**src/rtl/gbtsca_cmd_seq.sv**
```systemverilog
// GBT-SCA command sequencer: writes a command into the HDLC manager register file,
// polls for the reply, reads it back and presents it on a valid/ready response port.
module gbtsca_cmd_seq #(
   parameter logic [19:0] TIMEOUT_CYCLES = 20'd100000,
   parameter logic [7:0]  POLL_GAP       = 8'd16
) (
   input  logic        io_clk,
   input  logic        reset_b,
   input  logic        cmd_valid,
   output logic        cmd_ready,
   input  logic [7:0]  cmd_chan,
   input  logic [7:0]  cmd_cmd,
   input  logic [7:0]  cmd_tid,
   input  logic [7:0]  cmd_len,
   input  logic [31:0] cmd_data,
   output logic [3:0]  hdlc_addr,
   output logic [15:0] hdlc_din,
   output logic        hdlc_we,
   input  logic [15:0] hdlc_dout,
   output logic        rsp_valid,
   input  logic        rsp_ready,
   output logic [31:0] rsp_data,
   output logic [7:0]  rsp_err,
   output logic        rsp_timeout,
   output logic        rsp_tid_mismatch
);

   typedef enum logic [2:0] {
      StIdle, StWrite, StSend, StGap, StPoll, StRead, StPop, StResp
   } state_e;

   state_e      r_state, w_state;
   logic [1:0]  r_idx, w_idx;
   logic        r_phase, w_phase;
   logic [7:0]  r_gap, w_gap;
   logic [19:0] r_tmo, w_tmo;
   logic [7:0]  r_chan, w_chan, r_cmd, w_cmd, r_tid, w_tid, r_len, w_len;
   logic [31:0] r_data, w_data;
   logic [31:0] r_rsp_data, w_rsp_data;
   logic [7:0]  r_rsp_err, w_rsp_err;
   logic        r_timeout, w_timeout;
   logic        r_mismatch, w_mismatch;

   logic        w_ready, w_we, w_valid;
   logic [3:0]  w_addr;
   logic [15:0] w_din;
   logic [19:0] w_tmo_inc;
   logic        w_tmo_hit, w_gap_done;

   always_ff @(posedge io_clk) begin
      if (!reset_b) begin
         r_state    <= StIdle;
         r_idx      <= '0;
         r_phase    <= 1'b0;
         r_gap      <= '0;
         r_tmo      <= '0;
         r_chan     <= '0;
         r_cmd      <= '0;
         r_tid      <= '0;
         r_len      <= '0;
         r_data     <= '0;
         r_rsp_data <= '0;
         r_rsp_err  <= '0;
         r_timeout  <= 1'b0;
         r_mismatch <= 1'b0;
      end else begin
         r_state    <= w_state;
         r_idx      <= w_idx;
         r_phase    <= w_phase;
         r_gap      <= w_gap;
         r_tmo      <= w_tmo;
         r_chan     <= w_chan;
         r_cmd      <= w_cmd;
         r_tid      <= w_tid;
         r_len      <= w_len;
         r_data     <= w_data;
         r_rsp_data <= w_rsp_data;
         r_rsp_err  <= w_rsp_err;
         r_timeout  <= w_timeout;
         r_mismatch <= w_mismatch;
      end
   end

   // Counter saturates so a huge TIMEOUT_CYCLES can never be skipped by wrap-around.
   assign w_tmo_inc  = (r_tmo == 20'hFFFFF) ? r_tmo : r_tmo + 20'd1;
   assign w_tmo_hit  = (r_tmo >= TIMEOUT_CYCLES);
   assign w_gap_done = (({1'b0, r_gap} + 9'd1) >= {1'b0, POLL_GAP});

   always_comb begin
      w_state    = r_state;
      w_idx      = r_idx;
      w_phase    = r_phase;
      w_gap      = r_gap;
      w_tmo      = r_tmo;
      w_chan     = r_chan;
      w_cmd      = r_cmd;
      w_tid      = r_tid;
      w_len      = r_len;
      w_data     = r_data;
      w_rsp_data = r_rsp_data;
      w_rsp_err  = r_rsp_err;
      w_timeout  = r_timeout;
      w_mismatch = r_mismatch;
      w_ready    = 1'b0;
      w_we       = 1'b0;
      w_valid    = 1'b0;
      w_addr     = 4'h0;
      w_din      = 16'h0000;

      case (r_state)
         StIdle: begin
            w_ready = 1'b1;
            if (cmd_valid) begin
               w_chan     = cmd_chan;
               w_cmd      = cmd_cmd;
               w_tid      = cmd_tid;
               w_len      = cmd_len;
               w_data     = cmd_data;
               w_idx      = 2'd0;
               w_rsp_data = '0;
               w_rsp_err  = '0;
               w_timeout  = 1'b0;
               w_mismatch = 1'b0;
               w_state    = StWrite;
            end
         end
         StWrite: begin
            w_we   = 1'b1;
            w_addr = {2'b00, r_idx};
            case (r_idx)
               2'd0:    w_din = {r_tid, r_chan};
               2'd1:    w_din = {r_len, r_cmd};
               2'd2:    w_din = r_data[15:0];
               default: w_din = r_data[31:16];
            endcase
            w_idx = r_idx + 2'd1;
            if (r_idx == 2'd3) w_state = StSend;
         end
         StSend: begin
            w_we    = 1'b1;
            w_addr  = 4'h7;
            w_din   = 16'h0001;
            w_tmo   = '0;
            w_gap   = '0;
            w_state = StGap;
         end
         StGap: begin
            if (w_tmo_hit) begin
               w_timeout  = 1'b1;
               w_rsp_data = '0;
               w_rsp_err  = '0;
               w_state    = StResp;
            end else begin
               w_tmo = w_tmo_inc;
               if (w_gap_done) begin
                  w_phase = 1'b0;
                  w_state = StPoll;
               end else begin
                  w_gap = r_gap + 8'd1;
               end
            end
         end
         StPoll: begin
            w_addr = 4'h8;
            if (w_tmo_hit) begin
               w_timeout  = 1'b1;
               w_rsp_data = '0;
               w_rsp_err  = '0;
               w_state    = StResp;
            end else begin
               w_tmo   = w_tmo_inc;
               w_phase = ~r_phase;
               if (r_phase) begin
                  if (hdlc_dout[0]) begin
                     w_idx   = 2'd0;
                     w_state = StRead;
                  end else begin
                     w_gap   = '0;
                     w_state = StGap;
                  end
               end
            end
         end
         StRead: begin
            w_addr  = 4'h9 + {2'b00, r_idx};
            w_phase = ~r_phase;
            // Second cycle of each read: the register file output has settled.
            if (r_phase) begin
               case (r_idx)
                  2'd0:    w_mismatch = (hdlc_dout[15:8] != r_tid);
                  2'd1:    w_rsp_err = hdlc_dout[15:8];
                  2'd2:    w_rsp_data[15:0] = hdlc_dout;
                  default: w_rsp_data[31:16] = hdlc_dout;
               endcase
               w_idx = r_idx + 2'd1;
               if (r_idx == 2'd3) w_state = StPop;
            end
         end
         StPop: begin
            w_we    = 1'b1;
            w_addr  = 4'hF;
            w_din   = 16'h0001;
            w_state = StResp;
         end
         StResp: begin
            w_valid = 1'b1;
            if (rsp_ready) w_state = StIdle;
         end
         default: w_state = StIdle;
      endcase
   end

   // Gate with reset_b so every output is quiet for the whole time reset is held.
   assign cmd_ready        = reset_b & w_ready;
   assign hdlc_we          = reset_b & w_we;
   assign hdlc_addr        = reset_b ? w_addr : 4'h0;
   assign hdlc_din         = reset_b ? w_din : 16'h0000;
   assign rsp_valid        = reset_b & w_valid;
   assign rsp_data         = reset_b ? r_rsp_data : 32'h0;
   assign rsp_err          = reset_b ? r_rsp_err : 8'h00;
   assign rsp_timeout      = reset_b & r_timeout;
   assign rsp_tid_mismatch = reset_b & r_mismatch;

endmodule

```
**config.mk**
```make
export PLATFORM = sky130hd
export DESIGN_NAME = gbtsca_cmd_seq
export DESIGN_NICKNAME = d
export VERILOG_FILES = /design/src/rtl/gbtsca_cmd_seq.sv
export SDC_FILE = /design/constraint.sdc
export NUM_CORES = 1
export LEC_CHECK = 0
export ABC_AREA = 0
export CORE_ASPECT_RATIO = 0.8
export CORE_MARGIN = 2
export CORE_UTILIZATION = 50
export CTS_CLUSTER_DIAMETER = 120
export CTS_CLUSTER_SIZE = 16
export DETAILED_ROUTE_END_ITERATION = 10
export HOLD_SLACK_MARGIN = 0.1
export PLACE_DENSITY_LB_ADDON = 0.05
export SLEW_MARGIN = 20
export SYNTH_ARGS = -nofsm -noshare
export SYNTH_HDL_FRONTEND = slang
export SYNTH_SLANG_ARGS = --single-unit
```
**constraint.sdc**
```tcl
create_clock -name io_clk -period 3.33 [get_ports io_clk]
set_input_delay 0.4995 -clock io_clk [delete_from_list [all_inputs] [get_ports io_clk]]
set_output_delay 0.4995 -clock io_clk [all_outputs]
set_load 0.005 [all_outputs]
```
# After elaboration in Yosys (flattened, before gate mapping)
# Cells that the tools add are included.
[totals]
out_inout_bits = 65
in_bits = 84
word_cells = 142
register_bits = 140
[classes]
muxes = 57
n_reduce_logical = 24
magnitude_cmp = 2
addsub = 5
bitwise = 6
eq_ne = 33
[op_table]
columns = ["op", "n"]
rows = [
  ["$mux 32", 4],
  ["$pmux 32 s3", 1],
  ["$mux 8", 10],
  ["$mux 16", 3],
  ["$pmux 16 s3", 1],
  ["$pmux 8 s3", 2],
  ["$mux 20", 2],
  ["$pmux 20 s2", 1],
  ["$pmux 16 s2", 1],
  ["$mux 3", 10],
  ["$ne 2x2->1 const B", 15],
  ["$pmux 3 s8", 1],
  ["$add 20x1->20 const B", 1],
  ["$eq 20x20->1 const B", 1],
  ["$ge 20x17->1 const B", 1],
  ["$pmux 4 s5", 1],
  ["$reduce_and 5->1", 3],
  ["$eq 3x3->1 const B", 4],
  ["$reduce_and 6->1", 2],
  ["$mux 1", 10],
  ["$mux 2", 5],
  ["$add 8x1->9 const B", 1],
  ["$ge 9x5->1 const B", 1],
  ["$reduce_bool 3->1", 3],
  ["26 further kinds", 43],
]

# Longest topological paths before layout
[logic_depth]
depth_word = 5
ltp_mapped = 9
mapped_depth_nobuf = 7

# Least setup slack after synthesis
# Ideal clock, no wire load.
[synth_path]
path_kind = "flip-flop to flip-flop"
from = "register r_tmo[11]"
to = "register r_rsp_data[29]"
arrival_time_ns = 2.150
n_path_buf = 2
path_stages_with_launch = 9
synth_period_minus_slack_ns = 2.271
setup_ns = 0.120
slack_ns = 1.059
required_ns = 3.210
cell_sequence = "dfxtp_1 > or4_1 > o311a_4 > or2_1 > a21o_1 > o21a_1 > buf_6 > buf_6 > mux2i_1"
[synth_via]
elab_chain_cells = 3
[synth_rtl]
columns = ["item", "line_no", "text"]
rows = [
  ["start, declared", "36", "logic [19:0] r_tmo, w_tmo;"],
  ["start signal, assigned", "71", "r_tmo <= w_tmo;"],
  ["$ge 20x17->1", "86", "assign w_tmo_hit = (r_tmo >= TIMEOUT_CYCLES);"],
  ["$ne 2x1->1 (no line)", "-", ""],
  ["$reduce_and 5->1 (no line)", "-", ""],
  ["end signal, assigned", "77", "r_rsp_data <= w_rsp_data;"],
  ["end, declared", "39", "logic [31:0] r_rsp_data, w_rsp_data;"],
]
# Every way passes these cells.
# A chain may end at the register's enable or synchronous reset.

# Final worst setup path
[layout_path]
from = "register r_state[2]"
to = "output hdlc_din[2]"
[layout_via]
elab_chain_cells = 4
elab_cells_between_ends = 6
classes_between = "eq/ne: 3; mux: 2; reduce/logical: 1"
[layout_rtl]
columns = ["item", "line_no", "text"]
rows = [
  ["start, declared", "32", "state_e r_state, w_state;"],
  ["start signal, assigned", "52", "r_state <= StIdle;"],
  ["start signal, assigned", "67", "r_state <= w_state;"],
  ["$eq 3x3->1 / $eq 3x2->1 (equally long branches)", "110", "case (r_state)"],
  ["$reduce_or 2->1 (no line)", "-", ""],
  ["$pmux 16 s2 *", "110", ""],
  ["$mux 16 *", "217", "assign hdlc_din = reset_b ? w_din : 16'h0000;"],
  ["end, declared", "17", "output logic [15:0] hdlc_din,"],
]
# Mark *: on every way between the ends. The rest lies on a longest branch, timed or not.

==> implementation parameters <==
Parameter                              Value

GRT
  Initial antenna violation count ... 0
  Grt ovf ... 0
  Maximum number of pins on one net before global-route repair ... 81
  Vias in the first global route ... 6108
  Wire length of the first global-routing pass ... 28900 um
  Total global routing track utilization ... 26.3%

Drt
  Detailed-routed wire length on met2 ... 8450 um
  Highest signal layer in the routed design ... met4
  Antenna Violating Nets Remaining ... 0
  Met3 layer wire length in the routed design ... 1230 um
  Wire per inst ... 15.9 um
  Overall via count from detail_route ... 6285
  Vias per inst ... 5.58
  Remaining routing DRC violations ... 0
  Detailed router's first-iteration violation count ... 511
  DRT Pass-1 Iters ... 5
  Met1 Routed Length ... 7810 um
  Total Wirelength ... 18000 um

Timing
  Peak Freq ... 0.336 GHz
  Final Critical Period ... 2.98 ns
  Tightest hold margin ... 0.452 ns
  Worst rel slew slack ... 43.8%
  Slew at the pin with the worst max-slew slack ... 0.843 ns
  Final slew viol count ... 0
  Clock tree skew after final layout ... 0.0104 ns
  Summed negative setup slack over all endpoints ... 0 ns
  Count of final setup violators ... 0
  Unrepaired setup endpoints after global routing ... false
  Final critical-path share of the clock period ... 89.5%
  Final hold violation count ... 0

Finish
  Number of antenna repair diodes ... 0
  Nets ... 1035
  Share of post-route cells with drive strength above 1 ... 5.54%
  Area growth, synth to finish ... 33.9%

Floorplanning
  Die Wd ... 130 um
  Floorplan die height ... 105 um
  Die Area ... 13700 um2
  Core region area ... 12300 um2
  # rows ... 36
  Initial core utilization ... 51.8%
  Number of top-level design ports ... 149

Clocking
  Bufs on Longest Clock Path ... 2
  Post-CTS Resized ... 0
  Total of hold buffers inserted after clock tree synthesis ... 0
  # H-tree levels ... 4
  Post-CTS clock slew at the launch and capture registers of the worst setup and hold paths ... 0.06 ns
  Clock latency of the later-clocked register in the worst-skew pair ... 0.41 ns
  Clock Root Buffer ... sky130_fd_sc_hd__clkbuf_16
  Clock tree from TritonCTS ... yes
  Number of sinks handled by clock tree synthesis ... 140
  CTS Buf Count ... 17
  Number of buffers inserted to repair setup after CTS ... 0

Hold path
  Hold endpoint ... r_tmo[19]$_SDFFE_PN0P_
  Class of the tightest hold or removal check ... reg -> reg
  Min-delay src ... r_tmo[19]$_SDFFE_PN0P_
  Cell depth of the worst min-delay path ... 1

Synthesis
  Register bit count reported by yosys ... 140
  Mux share of post-synthesis cell area ... 6.74%
  Number of instances in the synthesized netlist ... 822
  Async set-reset flop share out of synthesis ... 0%
  Most frequently used cell type in the post-synthesis netlist ... sky130_fd_sc_hd__nand2_1
  Largest family of logic cells by synthesized area ... simple AND/OR/NAND/NOR gates
  Number of enable-type register cells in the synthesized netlist ... 0
  Synth Area in XOR/XNOR ... 2.19%
  Compound-gate portion of the synthesized area ... 16.5%
  Top cells by instance count after synthesis ... sky130_fd_sc_hd__nand2_1, sky130_fd_sc_hd__dfxtp_1, sky130_fd_sc_hd__a21oi_1
  Cell type with the highest aggregate area in the netlist ... sky130_fd_sc_hd__dfxtp_1
  Cell Area, Synth ... 6390 um2
  Synthesized-area fraction occupied by and/or/nand/nor cells ... 22.4%
  Register area share after synthesis ... 43.9%
  Unique cell type count in the Yosys netlist ... 48
  Predominant post-synthesis flop cell ... sky130_fd_sc_hd__dfxtp_1
  Mean instance size in the synthesized netlist ... 7.77 um2
  Post-Synth Adder-Cell Area ... 1.37%
  Area share of the largest cell type after synthesis ... 43.9%
  Synthesis Warnings ... 0
  Synthesized net count ... 913
  Most area-consuming cells after synthesis ... sky130_fd_sc_hd__dfxtp_1, sky130_fd_sc_hd__nand2_1, sky130_fd_sc_hd__a21oi_1, sky130_fd_sc_hd__mux2i_1, sky130_fd_sc_hd__nor2_1

Worst setup path
  Worst reg-to-reg path cell count ... 7
  Required time worst endpoint ... 2.83 ns
  CP max-delay cell ... sky130_fd_sc_hd__or4_1
  Crit path cell chain ... or4_1, nor2_1, clkdlybuf4s50_1
  Arrival time at the worst endpoint ... 2.48 ns
  Destination of the worst register-to-register timing path ... r_gap[2]$_SDFFE_PN0P_
  Minimum setup slack among reg-to-reg paths ... 0.84 ns
  Worst Setup Path Type ... reg -> out
  Crit Path Max Fanout ... 15
  Reg-to-reg startpoint ... r_tmo[11]$_SDFFE_PN0P_
  Delay contributed by the slowest stage of the critical path ... 0.87 ns
  Element type at the critical path end ... output port
  Critical path startpoint category ... flip-flop

Flow run
  Max-cap viol count ... 0

Place
  HPWL after DPL ... 12400 um
  Number of buffer cells added on primary ports ... 148
  Final weighted congestion of routability-driven global placement ... 0.857

Power
  Leak pwr ... 3.57 nW
  Cell Pwr Density ... 513 nW/um2
  Total power after layout ... 4.39 mW
  Peak supply drop ... 0.392 mV

Run status
  Outcome ... complete, no violations
[layout by cell type, fill, tap and decap left out, types with 3 or more instances in the layout]
cell and count:
sky130_fd_sc_hd__a222oi_1 16, sky130_fd_sc_hd__o31ai_1 4, sky130_fd_sc_hd__or3_1 7, sky130_fd_sc_hd__nand2_1 204, sky130_fd_sc_hd__and3_1 8, sky130_fd_sc_hd__ha_1 4, sky130_fd_sc_hd__a21oi_1 99, sky130_fd_sc_hd__bufinv_16 4
sky130_fd_sc_hd__nand4_1 4, sky130_fd_sc_hd__or4_1 5, sky130_fd_sc_hd__buf_4 12, sky130_fd_sc_hd__nand2b_1 3, sky130_fd_sc_hd__nand3_1 16, sky130_fd_sc_hd__nand3b_1 5, sky130_fd_sc_hd__nor2b_1 3, sky130_fd_sc_hd__inv_1 50
sky130_fd_sc_hd__inv_6 4, sky130_fd_sc_hd__nor4_1 4, sky130_fd_sc_hd__o211ai_1 7, sky130_fd_sc_hd__o21ai_0 20, sky130_fd_sc_hd__ha_2 3, sky130_fd_sc_hd__mux2i_1 43, sky130_fd_sc_hd__clkinvlp_4 3, sky130_fd_sc_hd__xor2_1 14
sky130_fd_sc_hd__and2_1 6, sky130_fd_sc_hd__clkdlybuf4s50_1 147, sky130_fd_sc_hd__o22ai_1 3, sky130_fd_sc_hd__dfxtp_1 140, sky130_fd_sc_hd__a31oi_1 4, sky130_fd_sc_hd__clkbuf_16 17, sky130_fd_sc_hd__o21a_1 4, sky130_fd_sc_hd__nor2_1 63
[routing by layer]
metal | up-vias | global-route usage [%]
li1 | 3023 | -
met1 | 2955 | 34.2
met2 | 270 | 42.6
met3 | 37 | 5.63
met4 | 0 | 10.3
met5 | - | 0
[worst max-delay path, delay by kind of cell (launching register included)]
kind                   cells  cell delay [ns]
flip-flops                 1             0.45
buffers and inverters      1             0.53
AND/OR/NAND/NOR            2             1.09
[cell families after synthesis]
family	after synthesis
buffers and inverters	108
and+or+nand+nor	335
adders and majority gates	7
muxes	43
DFF	140
AOI/OAI and AO/OA	173
xor gates and xnor gates	16
[sequential cells by signal (all words and copies together) (netlist names), 2 cells and up]
| register | count |
|---|---|
| r_idx | 2 |
| r_cmd | 8 |
| r_state | 3 |
| r_chan | 8 |
| r_tmo | 20 |
| r_rsp_err | 8 |
| r_len | 8 |
| r_data | 32 |
| r_gap | 8 |
| r_rsp_data | 32 |
| r_tid | 8 |
[per-stage QoR]
step	std cells	setup WS (ns)	utilization, %	area [um2]
2_1_floorplan	822	1.06	-	6390
3_3_place_gp	1096	0.670	64.2	7930
3_5_place_dp	1096	0.569	64.2	7930
4_1_cts	1127	0.125	69.2	8550
5_1_grt	1127	0.145	69.3	8560
6_report	1127	0.350	69.3	8560
[how the worst max path moves through the flow]
| stage | start | to | slack (ns) | depth (start not counted) |
|---|---|---|---|---|
| global placement | r_idx[0]$_SDFFE_PN0P_ | hdlc_din[0] | 0.67 | 7 |
| CTS | r_idx[0]$_SDFFE_PN0P_ | hdlc_din[0] | 0.13 | 7 |
| global route | r_idx[0]$_SDFFE_PN0P_ | hdlc_din[0] | 0.15 | 7 |
| floorplan | r_tmo[11]$_SDFFE_PN0P_ | r_rsp_data[29]$_SDFFE_PN0P_ | 1.06 | 8 |
| detailed placement | r_idx[0]$_SDFFE_PN0P_ | hdlc_din[0] | 0.57 | 7 |
| finish | r_state[2]$_SDFFE_PN0P_ | hdlc_din[2] | 0.35 | 3 |
[area by class of cell]
class | count | area (um2)
Multi-Input combinational cell | 574 | 3160
Fill cell | 1006 | 3790
Timing Repair Buffer | 160 | 1570
Tap cell | 171 | 214
Clock inverter | 13 | 188
Sequential cell | 140 | 2800
Inverter | 51 | 191
Clock buffer | 18 | 429
[report_power, final]
part	internal (mW)	switching [mW]
sequential	1.75	0.0519
clock	1.26	0.730
combinational	0.259	0.346
total	3.26	1.13
(Power assumes the default switching activity.)
